## src/rtl/req_encoder_8to3_pkg.sv

```systemverilog
// Shared types and helpers for the 8-to-3 request encoder and its priority encoder.
package req_enc_pkg;
   localparam int N      = 8;
   localparam int CODE_W = 3;

   typedef enum logic {IDLE, OFFER} state_t;

   function automatic logic [N-1:0] code_mask(input logic [CODE_W-1:0] code);
      logic [N-1:0] m;
      m       = '0;
      m[code] = 1'b1;
      return m;
   endfunction
endpackage

```

## src/rtl/req_encoder_8to3_if.sv

```systemverilog
// Request/offer bundle between request sources, the encoder and its consumer.
interface req_encoder_8to3_if #(parameter int CNT_W = 8);
   import req_enc_pkg::*;
   logic [N-1:0]      req;
   logic              En;
   logic              ready;
   logic [CODE_W-1:0] Y;
   logic              valid;
   logic [N-1:0]      pend;
   logic [CNT_W-1:0]  count;

   modport master (output req, En, ready, input Y, valid, pend, count);
   modport slave  (input req, En, ready, output Y, valid, pend, count);
endinterface

```

## src/rtl/req_encoder_8to3_pri_enc8.sv

```systemverilog
// Combinational highest-index priority encoder; code is 0 when no bit is set.
module pri_enc8
   import req_enc_pkg::*;
(
   input  logic [N-1:0]      v,
   output logic [CODE_W-1:0] code,
   output logic              any
);
   always_comb begin
      code = '0;
      // Ascending scan: the last hit is the highest index.
      for (int i = 0; i < N; i++)
         if (v[i]) code = CODE_W'(i);
      any = |v;
   end
endmodule

```

## src/rtl/req_encoder_8to3.sv

```systemverilog
// Latches request pulses and offers the highest pending index under valid/ready.
module req_encoder_8to3
   import req_enc_pkg::*;
#(
   parameter int CNT_W = 8
)(
   input  logic               clk,
   input  logic               rst,
   req_encoder_8to3_if.slave  bus
);
   state_t            state;
   logic [N-1:0]      pend_q, pend_next, clr;
   logic [CODE_W-1:0] y_q, code;
   logic              valid_q, any, hs, load;
   logic [CNT_W-1:0]  cnt_q;

   always_comb begin
      hs        = valid_q & bus.ready;
      clr       = hs ? code_mask(y_q) : '0;
      // Set wins: a new pulse on the served line keeps it pending.
      pend_next = (pend_q & ~clr) | bus.req;
      load      = bus.En & ((state == IDLE) | hs);
   end

   pri_enc8 u_pri (
      .v    (pend_next),
      .code (code),
      .any  (any)
   );

   always_ff @(posedge clk) begin
      if (rst) begin
         state   <= IDLE;
         pend_q  <= '0;
         y_q     <= '0;
         valid_q <= 1'b0;
         cnt_q   <= '0;
      end else begin
         pend_q <= pend_next;
         if (hs) cnt_q <= cnt_q + 1'b1;
         // An open offer is never changed until it is accepted.
         if (load) begin
            if (any) begin
               y_q     <= code;
               valid_q <= 1'b1;
               state   <= OFFER;
            end else begin
               valid_q <= 1'b0;
               state   <= IDLE;
            end
         end else if (hs) begin
            valid_q <= 1'b0;
            state   <= IDLE;
         end
      end
   end

   assign bus.Y     = y_q;
   assign bus.valid = valid_q;
   assign bus.pend  = pend_q;
   assign bus.count = cnt_q;
endmodule

```

## src/flat_wrapper.sv

```systemverilog
// flat-port wrapper written by rule: the top's interface ports become plain ports
module req_encoder_8to3_flat import req_enc_pkg::*;
#(
   parameter int CNT_W = 8
)
  (clk, rst, bus_req, bus_En, bus_ready, bus_Y, bus_valid, bus_pend, bus_count);
  req_encoder_8to3_if #(.CNT_W(CNT_W)) bus_i ();
  input  logic clk;
  input  logic rst;
  input wire logic [$bits(bus_i.req)-1:0] bus_req;
  input wire logic [$bits(bus_i.En)-1:0] bus_En;
  input wire logic [$bits(bus_i.ready)-1:0] bus_ready;
  output wire logic [$bits(bus_i.Y)-1:0] bus_Y;
  output wire logic [$bits(bus_i.valid)-1:0] bus_valid;
  output wire logic [$bits(bus_i.pend)-1:0] bus_pend;
  output wire logic [$bits(bus_i.count)-1:0] bus_count;
  assign bus_i.req = bus_req;
  assign bus_i.En = bus_En;
  assign bus_i.ready = bus_ready;
  assign bus_Y = bus_i.Y;
  assign bus_valid = bus_i.valid;
  assign bus_pend = bus_i.pend;
  assign bus_count = bus_i.count;
  req_encoder_8to3 #(.CNT_W(CNT_W)) u_core (.clk(clk), .rst(rst), .bus(bus_i));
endmodule
```

## config.mk

```make
export PLATFORM = sky130hd
export DESIGN_NAME = req_encoder_8to3_flat
export DESIGN_NICKNAME = d
export VERILOG_FILES = /design/src/rtl/req_encoder_8to3_pkg.sv /design/src/rtl/req_encoder_8to3_if.sv /design/src/rtl/req_encoder_8to3_pri_enc8.sv /design/src/rtl/req_encoder_8to3.sv /design/src/flat_wrapper.sv
export SDC_FILE = /design/constraint.sdc
export NUM_CORES = 1
export LEC_CHECK = 0
export BUFFER_PORTS_ARGS = -buffer_cell sky130_fd_sc_hd__buf_2
export CAP_MARGIN = 10
export CORE_MARGIN = 5
export CORE_UTILIZATION = 47
export CTS_CLUSTER_DIAMETER = 150
export CTS_CLUSTER_SIZE = 8
export DETAILED_ROUTE_END_ITERATION = 12
export HOLD_SLACK_MARGIN = 0.06
export MAX_ROUTING_LAYER = met4
export PLACE_DENSITY = 0.81
export SLEW_MARGIN = 20
export SYNTH_ARGS = -nofsm -noshare
export SYNTH_HDL_FRONTEND = slang
export SYNTH_SLANG_ARGS = --single-unit
```

## constraint.sdc

```tcl
create_clock -name clk -period 2.1 [get_ports clk]
set_input_delay 0.315 -clock clk [delete_from_list [all_inputs] [get_ports clk]]
set_output_delay 0.315 -clock clk [all_outputs]
set_load 0.1 [all_outputs]
```

==> results.md <==
- Max IR drop VDD: 0.3376 mV
- Routed vias/inst: 5.381
- Post-CTS Hold Fix Bufs: 0
- Startpoint Class: register
- Worst path cell trace: or3_1, o22ai_1, and4_4, a41oi_4, a311oi_2
- Nature of the critical path endpoint: register
- Clock sink count: 20
- CP Class: reg2reg
- Layout cell share with drive strength beyond 1: 36.72%
- Clk pin slew, worst setup/hold paths: 0.11 ns
- Max-Cap Viols: 0
- Initial DRC count: 9
- Fin cells: 155
- Fin crit share: 86.79%
- Mapped Nets: 109
- Leakage power: 0.4709 nW
- Inserted Clock Buffers: 3
- Routed Antenna Nets: 0
- Initial antenna violation count: 0
- Post-synthesis cell type count: 29
- Fin util: 59.21%
- F_max: 0.5487 GHz
- PostCTS Resize Cnt: 0
- First-pass GRT wire length: 3215 um
- Std-Cell Rows: 16
- Relative slew slack: 67.48%
- Final max-slew violation count: 0
- H-tree depth: 1
- CP max-delay cell: dfxtp_2
- FF+latch count, synth: 20
- # IOs: 32
- Final #Nets: 143
- CTS root buf: clkbuf_4
- CP max stage delay: 0.37 ns
- Clock skew: 0.005045 ns
- Router iterations before antenna repair: 4
- DRC: 0
- Largest net degree at the start of global routing: 21
- Worst Hold Class: in2reg
- Synth warn: 0
- Total number of vias: 834
- Worst setup slack after layout: 0.2775 ns
- Netlist Area Pre-Place: 913.4 um2
- Die W: 54.09 um
- Register area share after synthesis: 43.84%
- Worst-Skew Late Latency: 0.29 ns
- Final Setup Violations: 0
- CP Max Fanout: 10
- Fillers: 176
- TritonCTS clock tree: yes
- Status: finished, final reports clean
- Die area: 2925 um2
- Fin Hold WS: 0.2610 ns
- Area delta synth->final: 23.29%
- CP Data Arrival Time: 2.02 ns
- Port Buf Inserts: 31
- Register area: 405.4 um2
- Power Density: 744.5 nW/um2
- Post-DP HPWL: 1578 um
- GR Overflow Total: 0
- Initial core utilization: 48.03%
- Multi-input logic area: 501.7 um2
- Clk buf depth: 2
- Post-Route WL: 2007 um
- Req. time, crit path: 2.30 ns
- Slew @ Worst Pin: 0.4911 ns
- Wire length per cell: 12.95 um
- Syn_area_per_cell: 9.514 um2
- Total core area: 1902 um2
- Inst Count DP: 152
- GPL Wtd Cong: 0.8051
- Unrepaired setup endpoints after global routing: false
- Gr usage total: 15.70%
- Setup Fix Bufs, Post-CTS: 0
- Fin. Hold Viols: 0
- Setup TNS Final: 0 ns
- Die Y-Extent: 54.09 um
- Synth Instances: 96
- Pre-CTS setup slack: 0.2989 ns
- Antenna fix cells: 0
- Minimum clock period: 1.822 ns
- Vias in the first global route: 776
## metrics by stage
step                      power (mW)  area (um2)
final                         0.8384        1126
after global routing          0.8802        1126
after CTS                     0.8481        1126
after detailed placement      0.6724        1104
after global placement        0.6688        1104
after floorplan               0.6251       918.4
## per-layer routing
metal | up-vias | routed length [um] | global-route usage [%] | share of wire [%]
met1 | 384 | 823 | 15.27 | 41
met5 | - | 0 | - | 0
met2 | 31 | 996 | 27.62 | 50
li1 | 413 | - | - | -
met4 | 0 | 46 | 9.129 | 2.3
met3 | 6 | 141 | 4.432 | 7.0
## synthesized netlist by cell type
cell type,number,area (um2)
a211oi_1,1,7.510
a21oi_1,3,15.01
a311oi_2,1,15.01
a41oi_4,1,27.53
and2_1,2,12.51
and3_1,1,6.260
and4_4,1,11.26
clkbuf_1,3,11.26
dfxtp_1,20,400.4
ha_1,1,12.51
mux2i_1,1,10.01
nand2_1,6,22.52
nand2b_1,2,12.51
nand3_1,3,15.01
nand3b_1,3,22.52
nand4_1,4,25.02
nor2_1,17,63.81
nor3_2,1,10.01
o2111a_1,1,11.26
o21ai_1,2,10.01
o21ai_4,1,16.27
o22ai_1,4,25.02
o22ai_2,3,37.54
or2b_1,1,7.510
or3_1,3,18.77
or3b_1,4,35.03
or4_1,1,7.510
xnor2_1,1,8.760
xor2_1,4,35.03
## kinds of logic after synthesis
| family | share of synthesized area (%) |
|---|---|
| mux | 1.096 |
| xor+xnor | 4.794 |
| simple gates | 29.59 |
| fa+ha+maj | 1.370 |
| flops | 43.84 |
| compound gates | 18.08 |
| buf+inv | 1.233 |
## sequential cells by signal, indices dropped and copies added, names as in the netlist
name,count
u_core.bus.valid,1
u_core.bus.pend,8
u_core.bus.Y,3
u_core.bus.count,8
## layout by cell type (no fill, tap or decap)
cell,n
a21oi_1,3
o22ai_2,3
and4_4,1
nor3_2,1
nand3b_1,3
xnor2_1,1
clkbuf_4,3
xor2_1,4
mux2i_1,1
nand4_1,4
nand3_1,3
nand2b_1,2
or4_1,1
dfxtp_1,16
ha_1,1
dfxtp_2,4
and2_1,2
and3_1,1
o21ai_1,2
or3_1,3
buf_4,1
nor2_1,17
or3b_1,4
a311oi_2,1
buf_2,31
nand2_1,6
a41oi_4,1
o22ai_1,4
o21ai_4,1
or2b_1,1
a211oi_1,1
o2111a_1,1
## final timing paths
path                                    startpoint                                to  slack, ns  cells past startpoint
setup reg to reg      u_core.bus.Y[0]$_SDFFE_PP0P_      u_core.bus.Y[0]$_SDFFE_PP0P_       0.28                      5
hold reg to reg   u_core.bus.count[7]$_SDFFE_PP0P_  u_core.bus.count[7]$_SDFFE_PP0P_       0.49                      2
setup / recovery      u_core.bus.Y[0]$_SDFFE_PP0P_      u_core.bus.Y[0]$_SDFFE_PP0P_       0.28                      5
hold / removal                              bus_En     u_core.bus.valid$_SDFFE_PP0P_       0.26                      3
## worst max-delay path: cells and delay by family (launching register included)
| family | cells | cell delay (ns) |
|---|---|---|
| AND/OR/NAND/NOR | 2 | 0.67 |
| AO/OA/AOI/OAI | 3 | 0.69 |
| flip-flops | 1 | 0.37 |
## cell type report
class | count | area share, %
multi-input combinational | 73 | 44.56
sequential | 20 | 36.00
timing repair buffer | 32 | 14.44
tap | 27 | 3.000
clock buffer | 3 | 2.000
## power breakdown
part	total [mW]	internal, mW	switching, mW
registers	0.418	0.400	0.0185
clock network	0.176	0.0667	0.110
logic	0.244	0.0528	0.191
total	0.838	0.519	0.319
Power figures use the tool's default switching activity.
